==> src/rtl/wb_arbiter.sv <==
// Write-back arbiter for the register-bank write port: grants one of eight result
// sources per cycle. Define WB_ROUND_ROBIN_EN for round-robin priority (default: fixed, lowest index wins).
module wb_arbiter #(
    parameter int NUM_SRC    = 8,
    parameter int REG_ADDR_W = 5
) (
    input  logic                          clk,
    input  logic                          reset,
    input  logic [NUM_SRC-1:0]            req,
    input  logic [NUM_SRC*REG_ADDR_W-1:0] rd_in,
    input  logic                          stall,
    output logic [NUM_SRC-1:0]            ack,
    output logic [2:0]                    mux_sel,
    output logic                          reg_write,
    output logic [REG_ADDR_W-1:0]         write_reg,
    output logic                          busy
);

    typedef enum logic {
        IDLE,
        WRITE
    } state_e;

    state_e                  state_q, state_d;
    logic [2:0]              sel_q, sel_d;
    logic [REG_ADDR_W-1:0]   wreg_q, wreg_d;
    logic [NUM_SRC-1:0]      eff;
    logic [2:0]              start;
    logic [2:0]              win;
    logic                    found;

`ifdef WB_ROUND_ROBIN_EN
    logic [2:0]              ptr_q, ptr_d;
    assign start = ptr_q;
`else
    assign start = 3'd0;
`endif

    // Outputs decode straight from state, so an asynchronous reset kills the write at once.
    assign ack       = (state_q == WRITE) ? (NUM_SRC'(1) << sel_q) : '0;
    assign reg_write = (state_q == WRITE) && (wreg_q != '0);
    assign mux_sel   = sel_q;
    assign write_reg = wreg_q;

    // Masking the bit being acked stops a source that has not yet dropped req from winning twice.
    assign eff  = req & ~ack;
    assign busy = |eff;

    always_comb begin
        found = 1'b0;
        win   = 3'd0;
        for (int k = 0; k < NUM_SRC; k++) begin
            logic [2:0] idx;
            idx = start + 3'(k);
            if (!found && eff[idx]) begin
                found = 1'b1;
                win   = idx;
            end
        end
    end

    always_comb begin
        // NOTE: every always_comb output gets a default first so no path can infer a latch.
        state_d = IDLE;
        sel_d   = sel_q;
        wreg_d  = wreg_q;
`ifdef WB_ROUND_ROBIN_EN
        ptr_d   = ptr_q;
`endif
        if (!stall && found) begin
            state_d = WRITE;
            sel_d   = win;
            wreg_d  = rd_in[int'(win)*REG_ADDR_W +: REG_ADDR_W];
`ifdef WB_ROUND_ROBIN_EN
            ptr_d   = win + 3'd1;
`endif
        end
    end

    // NOTE: sequential state uses non-blocking assignments so all flops update together at the edge.
    always_ff @(posedge clk or negedge reset) begin
        if (!reset) begin
            state_q <= IDLE;
            sel_q   <= 3'd0;
            wreg_q  <= '0;
`ifdef WB_ROUND_ROBIN_EN
            ptr_q   <= 3'd0;
`endif
        end else begin
            state_q <= state_d;
            sel_q   <= sel_d;
            wreg_q  <= wreg_d;
`ifdef WB_ROUND_ROBIN_EN
            ptr_q   <= ptr_d;
`endif
        end
    end

endmodule

==> config.mk <==
export PLATFORM = sky130hd
export DESIGN_NAME = wb_arbiter
export DESIGN_NICKNAME = d
export VERILOG_FILES = /design/src/rtl/wb_arbiter.sv
export SDC_FILE = /design/constraint.sdc
export NUM_CORES = 1
export LEC_CHECK = 0
export ABC_CLOCK_PERIOD_IN_PS = 7300
export CELL_PAD_IN_SITES_DETAIL_PLACEMENT = 1
export CELL_PAD_IN_SITES_GLOBAL_PLACEMENT = 1
export CORE_UTILIZATION = 26
export CTS_CLUSTER_DIAMETER = 60
export DETAILED_ROUTE_END_ITERATION = 8
export PLACE_DENSITY_LB_ADDON = 0.1
export RECOVER_POWER = 100
export SYNTH_ARGS = -nofsm -noshare
export SYNTH_HDL_FRONTEND = slang
export SYNTH_SLANG_ARGS = --single-unit
==> constraint.sdc <==
create_clock -name clk -period 7.3 [get_ports clk]
set_clock_uncertainty 0.05 [all_clocks]
set_input_delay 1.46 -clock clk [delete_from_list [all_inputs] [get_ports clk]]
set_output_delay 1.46 -clock clk [all_outputs]
set_load 0.005 [all_outputs]
* Word-level counts from Yosys, hierarchy flattened
Index checks and enable logic that the tools add are counted.
W data, S select, Z words.
** Cells by class
- Shift operators :: 2
- Bitwise operators :: 2
- Reduce and logical (&&, ||, !) cells :: 19
- $mul :: 1
- Multiplexer cells :: 17
** Operators by type and width (number)
- $shiftx A40 B32 Y5 :: 1
- $mux W3 :: 4
- $mux W1 :: 10
- $logic_and A1 B1 Y1 :: 9
- $and A8 B8 Y8 :: 1
- $logic_not A1 Y1 :: 8
- $mux W8 :: 1
- $not A8 Y8 :: 1
- $reduce_or A8 Y1 :: 1
- $shl A1 B3 Y8 const A :: 1
- $mul A3 B3 Y6 const B :: 1
- $reduce_bool A5 Y1 :: 1
- $mux W2 :: 2
** Storage, ports and cells
- Output and inout bits :: 18
- Input bits :: 51
- Flip-flop bits (word level) :: 9

* Depth between registers and ports, before layout
Gate-level depths: netlist of run 1.
- Depth after elaboration :: 28
- Depth in mapped cells :: 10
- Depth with buffers taken out :: 7

* Worst setup path before layout of run 1
OpenSTA, ideal clock, no wires.
- Kind :: input-to-output
- Start :: input port req[4]
- End :: output port busy
- Path buffers :: 0
- Required time :: 5790 ps
- Slack :: 3560 ps
- Stages :: 4
- Arrival :: 2230 ps
- Cell sequence :: mux2_2 -> o32a_1 -> nor2_1 -> nand2_1
** Between the ends
- Longest elaborated chain between the ends :: 2
** Ends and longest elaborated chain
- start: declaration :: RTL line 9 : input logic [NUM_SRC-1:0] req,
- $and A8 B8 Y8 :: RTL line 46 : assign eff = req & ~ack;
- $reduce_or A8 Y1 :: RTL line 47 : assign busy = |eff;
- end: declaration :: RTL line 16 : output logic busy
Every way passes these cells.

* Final worst setup path of run 1
- Start :: input port req[7]
- End :: output port busy
Same word-level chain as after synthesis.

==> results of run 1 <==
-- critical path, delay by kind of cell --
family	cells	cell delay, ns
AO/OA/AOI/OAI	1	0.38
buffers and inverters	3	1.26
AND/OR/NAND/NOR	2	0.24
multiplexers	1	0.31
-- stage by stage --
step                instance area [um^2]  std cells  setup slack [ns]  hold slack (ns)
floorplan                            993        103              3.56            0.479
global placement                    1700        213              2.52            0.476
detailed placement                  1700        213              2.49            0.494
CTS                                 1740        217              2.48            0.509
global route                        1710        217              1.98            0.523
finish                              1710        217              2.14            0.500
-- metal layers --
metal  GRT usage [%]  vias up
li1                -      520
met1            15.9      494
met2            34.0       50
met3            4.29        4
met4            5.97        0
met5               0        -
-- cell families (layout without fill, tap and decap cells) --
logic type / Yosys count / count (layout) / share of synthesized area [%]
and+or+nand+nor: 37 / 37 / 19.8
muxes: 26 / 26 / 33.4
AOI/OAI and AO/OA: 19 / 19 / 17.6
buffers and inverters: 12 / 78 / 6.55
DFF: 9 / 9 / 22.7
-- power by group --
part | switching (mW) | total [mW] | internal, mW | leakage [nW]
Combinational | 0.0429 | 0.117 | 0.0745 | 0.556
Sequential | 0.0137 | 0.0722 | 0.0585 | 0.111
Clock | 0.0198 | 0.0570 | 0.0372 | 0.0255
Total | 0.0763 | 0.247 | 0.170 | 0.692
-- path summary, 6_finish.rpt --
check | startpoint | cells past startpoint | slack [ns] | endpoint
min in group asynchronous | reset | 1 | 1.55 | write_reg[1]
max | req[7] | 7 | 2.14 | busy
min | write_reg[2] | 1 | 0.50 | write_reg[2]
min reg2reg | write_reg[2] | 1 | 0.50 | write_reg[2]
max in group asynchronous | reset | 1 | 5.37 | write_reg[3]
max reg2reg | mux_sel[0] | 7 | 3.57 | write_reg[1]
-- area by class of cell --
class	count	area, um^2	area share (%)
inverter	5	18.8	1.10
clock buffer	3	41.3	2.41
clock inverter	1	5.00	0.292
timing repair buffer	69	688	40.2
sequential	9	225	13.1
multi-input combinational	82	674	39.4
tap	48	60.1	3.51
-- placed cells by master, fill, tap and decap left out --
| cell type | count |
|---|---|
| a31o_2 | 1 |
| nand3b_1 | 1 |
| mux2_1 | 1 |
| nand2b_1 | 3 |
| mux2i_1 | 17 |
| a41oi_1 | 1 |
| inv_1 | 5 |
| and2_1 | 4 |
| mux4_2 | 5 |
| a22oi_1 | 1 |
| dlygate4sd3_1 | 19 |
| o32ai_1 | 2 |
| o31a_1 | 1 |
| nor3b_1 | 3 |
| mux2_2 | 3 |
| and3b_1 | 1 |
| clkbuf_8 | 3 |
| a21oi_1 | 3 |
| and2_0 | 3 |
| o21ai_0 | 2 |
| nand2_1 | 4 |
| nand4_1 | 1 |
| nor3_1 | 3 |
| a221o_1 | 5 |
| a21o_1 | 1 |
| buf_4 | 1 |
| dfrtp_1 | 9 |
| o32a_1 | 1 |
| nor2_1 | 14 |
| clkinv_2 | 1 |
| o22ai_2 | 1 |
| clkdlybuf4s50_1 | 49 |
==> flow_metrics.env, run 1 <==
export IMPL_synth_edf_count=0
export IMPL_clockBufferDepth=2
export IMPL_syn_nets=154
export IMPL_final_max_slew_viol_count=0
export IMPL_tritoncts="yes"
export IMPL_ir_drop_mv=0.0655
export IMPL_dr_pass1_iters=4
export IMPL_synth_cell_types=33
export IMPL_postCtsResizedCells=0
export IMPL_grt_total_usage_pct=16.8
export IMPL_slowest_stage="dlygate4sd3_1"
export IMPL_power_mw=0.247
export IMPL_drive_gt1_share_pct=8.88
export IMPL_powerDensity_nw_per_um2=144
export IMPL_status="finished clean"
export IMPL_async_flop_share_pct=100
export IMPL_critPathKind="input pin to primary output"
export IMPL_tightest_slew_ns=1.21
export IMPL_p_leak_nw=0.692
export IMPL_cpPeakStageDelay_ns=0.60
export IMPL_wl_met3_um=243
export IMPL_netlist_area_um2=993
export IMPL_yosysMostFrequentCell="mux2i_1"
export IMPL_dp_hpwl_mm=2.76
export IMPL_grt_max_degree=16
export IMPL_initial_core_util_pct=27.1
export IMPL_hold_viol_final=0
export IMPL_cts_buffers=3
export IMPL_numPortBuffers=68
export IMPL_antenna_found_initial=0
export IMPL_largest_reg_flops=5
export IMPL_drc=0
export IMPL_htree_levels=1
export IMPL_setup_tns_ns=0
export IMPL_clk_pin_slew_worst_paths_ns=0.05
export IMPL_max_freq_ghz=0.194
export IMPL_routedLengthMet1_mm=1.15
export IMPL_rsz0062_at_grt="false"
export IMPL_avgSynthCellArea_um2=9.65
export IMPL_synth_seq_cells=9
export IMPL_core_area_um2=3660
export IMPL_die_w_um=63.8
export IMPL_period_share_pct=70.6
export IMPL_synth_largest_area_cell="dfrtp_1"
export IMPL_wl_met2_mm=1.70
export IMPL_hp_class="flip-flop to flip-flop"
export IMPL_yosys_warnings=0
export IMPL_setup_violations=0
export IMPL_gr_total_overflow=0
export IMPL_via_per_inst=4.92
export IMPL_synth_top_area_share_pct=22.7
export IMPL_fin_crit_ns=5.16
export IMPL_avgRoutedWirePerCell_um=14.5
export IMPL_ios=69
export IMPL_nets=221
export IMPL_synth_flop_cell="dfrtp_1"
export IMPL_critPathArrivalTime_ns=3.65
export IMPL_clkLatencyLatePin_ns=0.23
export IMPL_routabilityCongestion=0.798
export IMPL_critPathLaunchType="input pin"
export IMPL_dieArea_um2=4070
export IMPL_cts_hold_buf=0
export IMPL_fp_dieH_um=63.8
export IMPL_fin_util_pct=46.8
export IMPL_cts_setup_buffers=0
export IMPL_yosys_top_cells_area="dfrtp_1 23%, mux2i_1 17%, mux4_2 11%, nor2_1 5.3%, a221o_1 5.0%"
export IMPL_cts_root_buf="clkbuf_8"
export IMPL_grt_pass1_wl_mm=5.28
export IMPL_ys_seq_area_share_pct=22.7
export IMPL_max_cap_viol_count=0
export IMPL_cp_common_cell="dlygate4sd3_1"
export IMPL_syn_to_final_growth_pct=72.4
export IMPL_ant_nets=0
export IMPL_insertedDiodeCount=0
export IMPL_num_rows=22
export IMPL_path_cells="dlygate4sd3_1, mux2_1, o32ai_1, inv_1, nor2_1, nand2_1, dlygate4sd3_1"
export IMPL_grt_pass1_vias=1214
export IMPL_synth_cells=103
export IMPL_nFillCells=424
export IMPL_vias=1068
export IMPL_routed_top_layer="met4"
export IMPL_synth_common_cells="17 x mux2i_1, 14 x nor2_1, 9 x dfrtp_1, 6 x and2_1"
export IMPL_crit_fanout=4
export IMPL_routed_wirelength_mm=3.14
export IMPL_crit_path_end_kind="primary output"
export IMPL_dr_first_iter_drc_count=38
export IMPL_cts_sinks=9
export IMPL_slew_headroom_pct=19.1
export IMPL_required_ns=5.79
No activity file was read; power rests on OpenSTA's default activity.
==> inputs of run 2 (changes only) <==
- ABC_CLOCK_PERIOD_IN_PS: 7300 -> 5400
- CORE_UTILIZATION: 26 -> 24
- clock period: 7.3 -> 5.4 ns (I/O delays scaled with it)
==> flow_metrics.env, run 2 (synthesis results as in run 1) <==
export IMPL_cts_hold_buf=0
export IMPL_routed_wirelength_mm=3.16
export IMPL_syn_to_final_growth_pct=72.5
export IMPL_period_share_pct=82.6
export IMPL_routabilityCongestion=0.740
export IMPL_ir_drop_mv=0.105
export IMPL_critPathArrivalTime_ns=4.52
export IMPL_via_per_inst=4.97
export IMPL_final_cell_mix="48 x clkdlybuf4s50_1, 20 x dlygate4sd3_1, 17 x mux2i_1"
export IMPL_power_frac_comb_pct=47.6
export IMPL_fp_dieH_um=66.3
export IMPL_required_ns=5.46
export IMPL_power_internal_mw=0.231
export IMPL_dp_hpwl_mm=2.70
export IMPL_cts_buffers=3
export IMPL_switching_share_pct=30.3
export IMPL_rsz0062_at_grt="false"
export IMPL_cts_setup_buffers=0
export IMPL_crit_fanout=15
export IMPL_avgRoutedWirePerCell_um=14.4
export IMPL_dr_first_iter_drc_count=18
export IMPL_tritoncts="yes"
export IMPL_critPathKind="input pin to flip-flop"
export IMPL_core_area_um2=4000
export IMPL_final_max_slew_viol_count=0
export IMPL_numPortBuffers=68
export IMPL_die_w_um=66.3
export IMPL_gr_total_overflow=0
export IMPL_setup_tns_ns=0
export IMPL_cts_sinks=9
export IMPL_fin_crit_ns=4.46
export IMPL_largest_reg_flops=5
export IMPL_dr_pass1_iters=4
export IMPL_final_common_cell="clkdlybuf4s50_1"
export IMPL_initial_core_util_pct=24.8
export IMPL_ios=69
export IMPL_grt_total_usage_pct=14.9
export IMPL_crit_path_end_kind="flip-flop"
export IMPL_clockPowerShare_pct=22.8
export IMPL_p_sw_mw=0.100
export IMPL_clk_pin_slew_worst_paths_ns=0.04
export IMPL_rr_worst_depth=7
export IMPL_cts_root_buf="clkbuf_8"
export IMPL_powerDensity_nw_per_um2=193
export IMPL_grt_max_degree=16
export IMPL_max_cap_viol_count=0
export IMPL_ant_nets=0
export IMPL_hp_class="flip-flop to flip-flop"
export IMPL_htree_levels=1
export IMPL_status="finished clean"
export IMPL_slew_headroom_pct=15.2
export IMPL_max_freq_ghz=0.224
export IMPL_fin_util_pct=42.9
export IMPL_num_rows=23
export IMPL_vias=1089
export IMPL_hold_viol_final=0
export IMPL_p_leak_nw=0.689
export IMPL_tightest_slew_ns=1.27
export IMPL_drive_gt1_share_pct=8.88
export IMPL_clkLatencyLatePin_ns=0.22
export IMPL_setup_violations=0
export IMPL_grt_pass1_vias=1140
export IMPL_grt_pass1_wl_mm=5.07
export IMPL_clockBufferDepth=2
export IMPL_dieArea_um2=4400
export IMPL_insertedDiodeCount=0
export IMPL_hold_depth=1
export IMPL_nets=221
export IMPL_p_seq_share_pct=29.6
export IMPL_antenna_found_initial=0
export IMPL_postCtsResizedCells=0
export IMPL_drc=0
export IMPL_critPathLaunchType="input pin"
[run 2: cell type report]
cell class / instances / area [um^2]
well taps: 50 / 62.6
inverters: 5 / 18.8
fillers: 447 / 2290
multi-input cells: 82 / 674
clock buffers: 4 / 45.0
repair buffers: 69 / 688
flip-flops and latches: 9 / 225
[run 2: path summary, 6_finish.rpt]
kind	start	end	slack [ns]
worst max-delay path	req[5]	write_reg[1]	0.94
worst min-delay path	write_reg[1]	write_reg[1]	0.50
worst max register to register	mux_sel[0]	write_reg[1]	1.67
worst min register to register	write_reg[1]	write_reg[1]	0.50
max in group asynchronous	reset	mux_sel[1]	3.82
min in group asynchronous	reset	write_reg[0]	1.18
[run 2: stage by stage]
step	cells	hold slack [ns]	instance area [um^2]	power [mW]	worst slack [ns]
final	219	0.495	1710	0.331	0.938
after global routing	219	0.545	1710	0.355	0.743
after CTS	219	0.509	1740	0.348	1.34
after detailed placement	215	0.499	1700	0.271	1.35
after global placement	215	0.482	1700	0.267	1.38
after floorplan	103	0.479	993	0.185	2.32
[run 2: per-layer routing]
layer	part of all wire, %	vias up	global-route usage, %
li1	-	519	-
met1	40	521	16.5
met2	54	47	29.5
met3	5.8	2	2.76
met4	0.38	0	2.39
met5	0	-	0
[run 2: critical path: stages]
cell and delay (ns):
dlygate4sd3_1 0.59, mux2_2 0.28, o32a_1 0.33, o21ai_0 0.17
and2_0 1.00, mux4_2 0.62, and2_0 0.19, a221o_1 0.26
[run 2: power by group through the flow]
stage | logic (mW) | registers [mW] | clock network, mW
detailed placement | 0.171 | 0.100 | 0
floorplan | 0.0955 | 0.0896 | 0
global placement | 0.168 | 0.0995 | 0
global route | 0.172 | 0.101 | 0.0822
finish | 0.158 | 0.0981 | 0.0753
CTS | 0.171 | 0.0993 | 0.0769
==> inputs of run 3 (changes only) <==
- ABC_CLOCK_PERIOD_IN_PS: 5400 -> 4300
- clock period: 5.4 -> 4.3 ns (I/O delays scaled with it)
==> flow_metrics.env, run 3 (synthesis results as in run 1) <==
export IMPL_status="finished clean"
export IMPL_critPathKind="input pin to primary output"
export IMPL_final_seq_area_um2=225
export IMPL_hold_viol_final=0
export IMPL_die_w_um=66.3
export IMPL_crit_fanout=4
export IMPL_tritoncts="yes"
export IMPL_fp_dieH_um=66.3
export IMPL_clockBufferDepth=2
export IMPL_grt_total_usage_pct=15.7
export IMPL_initial_core_util_pct=24.8
export IMPL_insertedDiodeCount=0
export IMPL_cts_root_buf="clkbuf_8"
export IMPL_rr_worst_depth=7
export IMPL_dieArea_um2=4400
export IMPL_p_leak_nw=0.694
export IMPL_setup_tns_ns=0
export IMPL_grt_pass1_vias=1138
export IMPL_ff2ff_setup_slack_ns=1.27
export IMPL_clkLatencyLatePin_ns=0.23
export IMPL_nets=221
export IMPL_numPortBuffers=68
export IMPL_dr_first_iter_drc_count=31
export IMPL_final_max_slew_viol_count=0
export IMPL_routabilityCongestion=0.770
export IMPL_routed_wirelength_mm=3.12
export IMPL_critPathArrivalTime_ns=3.00
export IMPL_syn_to_final_growth_pct=74.2
export IMPL_cts_hold_buf=0
export IMPL_clk_pin_slew_worst_paths_ns=0.05
export IMPL_via_per_inst=4.92
export IMPL_ios=69
export IMPL_core_area_um2=4000
export IMPL_hp_class="flip-flop to flip-flop"
export IMPL_ant_nets=0
export IMPL_holdWs_ns=0.507
export IMPL_cts_setup_buffers=0
export IMPL_cts_sinks=9
export IMPL_period_share_pct=90.8
export IMPL_dr_pass1_iters=4
export IMPL_drive_gt1_share_pct=9.47
export IMPL_htree_levels=1
export IMPL_gr_total_overflow=0
export IMPL_max_freq_ghz=0.256
export IMPL_holdCritStartpoint="write_reg[2]"
export IMPL_grt_pass1_wl_mm=5.15
export IMPL_dp_hpwl_mm=2.68
export IMPL_avgRoutedWirePerCell_um=14.2
export IMPL_required_ns=3.39
export IMPL_pre_cts_ws_ns=0.660
export IMPL_design_area_um2=1730
export IMPL_grt_max_degree=16
export IMPL_r2r_end="write_reg[4]"
export IMPL_num_rows=23
export IMPL_multiInputGateArea_um2=689
export IMPL_cts_buffers=3
export IMPL_fin_crit_ns=3.91
export IMPL_hold_depth=1
export IMPL_setup_violations=0
export IMPL_vias=1078
export IMPL_min_to="write_reg[2]"
export IMPL_tightest_slew_ns=0.745
export IMPL_nFillCells=444
export IMPL_final_cell_mix="49 x clkdlybuf4s50_1, 19 x dlygate4sd3_1, 17 x mux2i_1"
export IMPL_ir_drop_mv=0.0781
export IMPL_max_cap_viol_count=0
export IMPL_rsz0062_at_grt="false"
export IMPL_slew_headroom_pct=50.2
export IMPL_largest_reg_flops=5
export IMPL_fin_ws_ns=0.394
export IMPL_postCtsResizedCells=0
export IMPL_powerDensity_nw_per_um2=244
export IMPL_placed_area_um2=1700
export IMPL_critPathLaunchType="input pin"
export IMPL_final_cell_count_no_fill=219
export IMPL_final_common_cell="clkdlybuf4s50_1"
export IMPL_crit_path_end_kind="primary output"
export IMPL_dp_cells=215
export IMPL_antenna_found_initial=0
export IMPL_timing_rr_start="mux_sel[0]"
export IMPL_drc=0
-- run 3: stage by stage --
step	total power [mW]	util (%)
CTS	0.439	43.6
global placement	0.338	42.4
floorplan	0.233	-
detailed placement	0.341	42.4
finish	0.421	43.3
global route	0.454	43.3
-- run 3: per-layer routing --
metal / GRT usage, % / part of all wire, % / vias up
met3: 3.10 / 6.6 / 5
li1: - / - / 518
met1: 17.9 / 39 / 505
met2: 27.9 / 52 / 50
met5: 0 / 0 / -
met4: 7.18 / 1.9 / 0
-- run 3: critical path, stage by stage --
cell	delay, ns
dlygate4sd3_1	0.63
mux2_1	0.36
o32ai_4	0.26
inv_1	0.07
nor2_1	0.14
nand2_1	0.10
dlygate4sd3_1	0.58
-- run 3: area by class of cell --
class,count,area share [%]
multi-input combinational,82,39.8
timing repair buffer,69,39.8
sequential,9,13.0
tap,50,3.62
clock buffer,3,2.39
inverter,5,1.08
clock inverter,1,0.289
-- run 3: worst max path at each step --
stage	end	startpoint	slack [ns]	cells after the start
finish	busy	req[7]	0.39	7
global route	busy	req[7]	0.30	7
CTS	busy	req[7]	0.65	7
detailed placement	busy	req[7]	0.66	7
global placement	busy	req[7]	0.70	7
floorplan	write_reg[0]	req[4]	1.44	8
-- run 3: report_power, final --
group	leakage (nW)	internal (mW)	switching [mW]
logic	0.558	0.127	0.0727
clock network	0.0255	0.0633	0.0348
registers	0.111	0.0993	0.0241
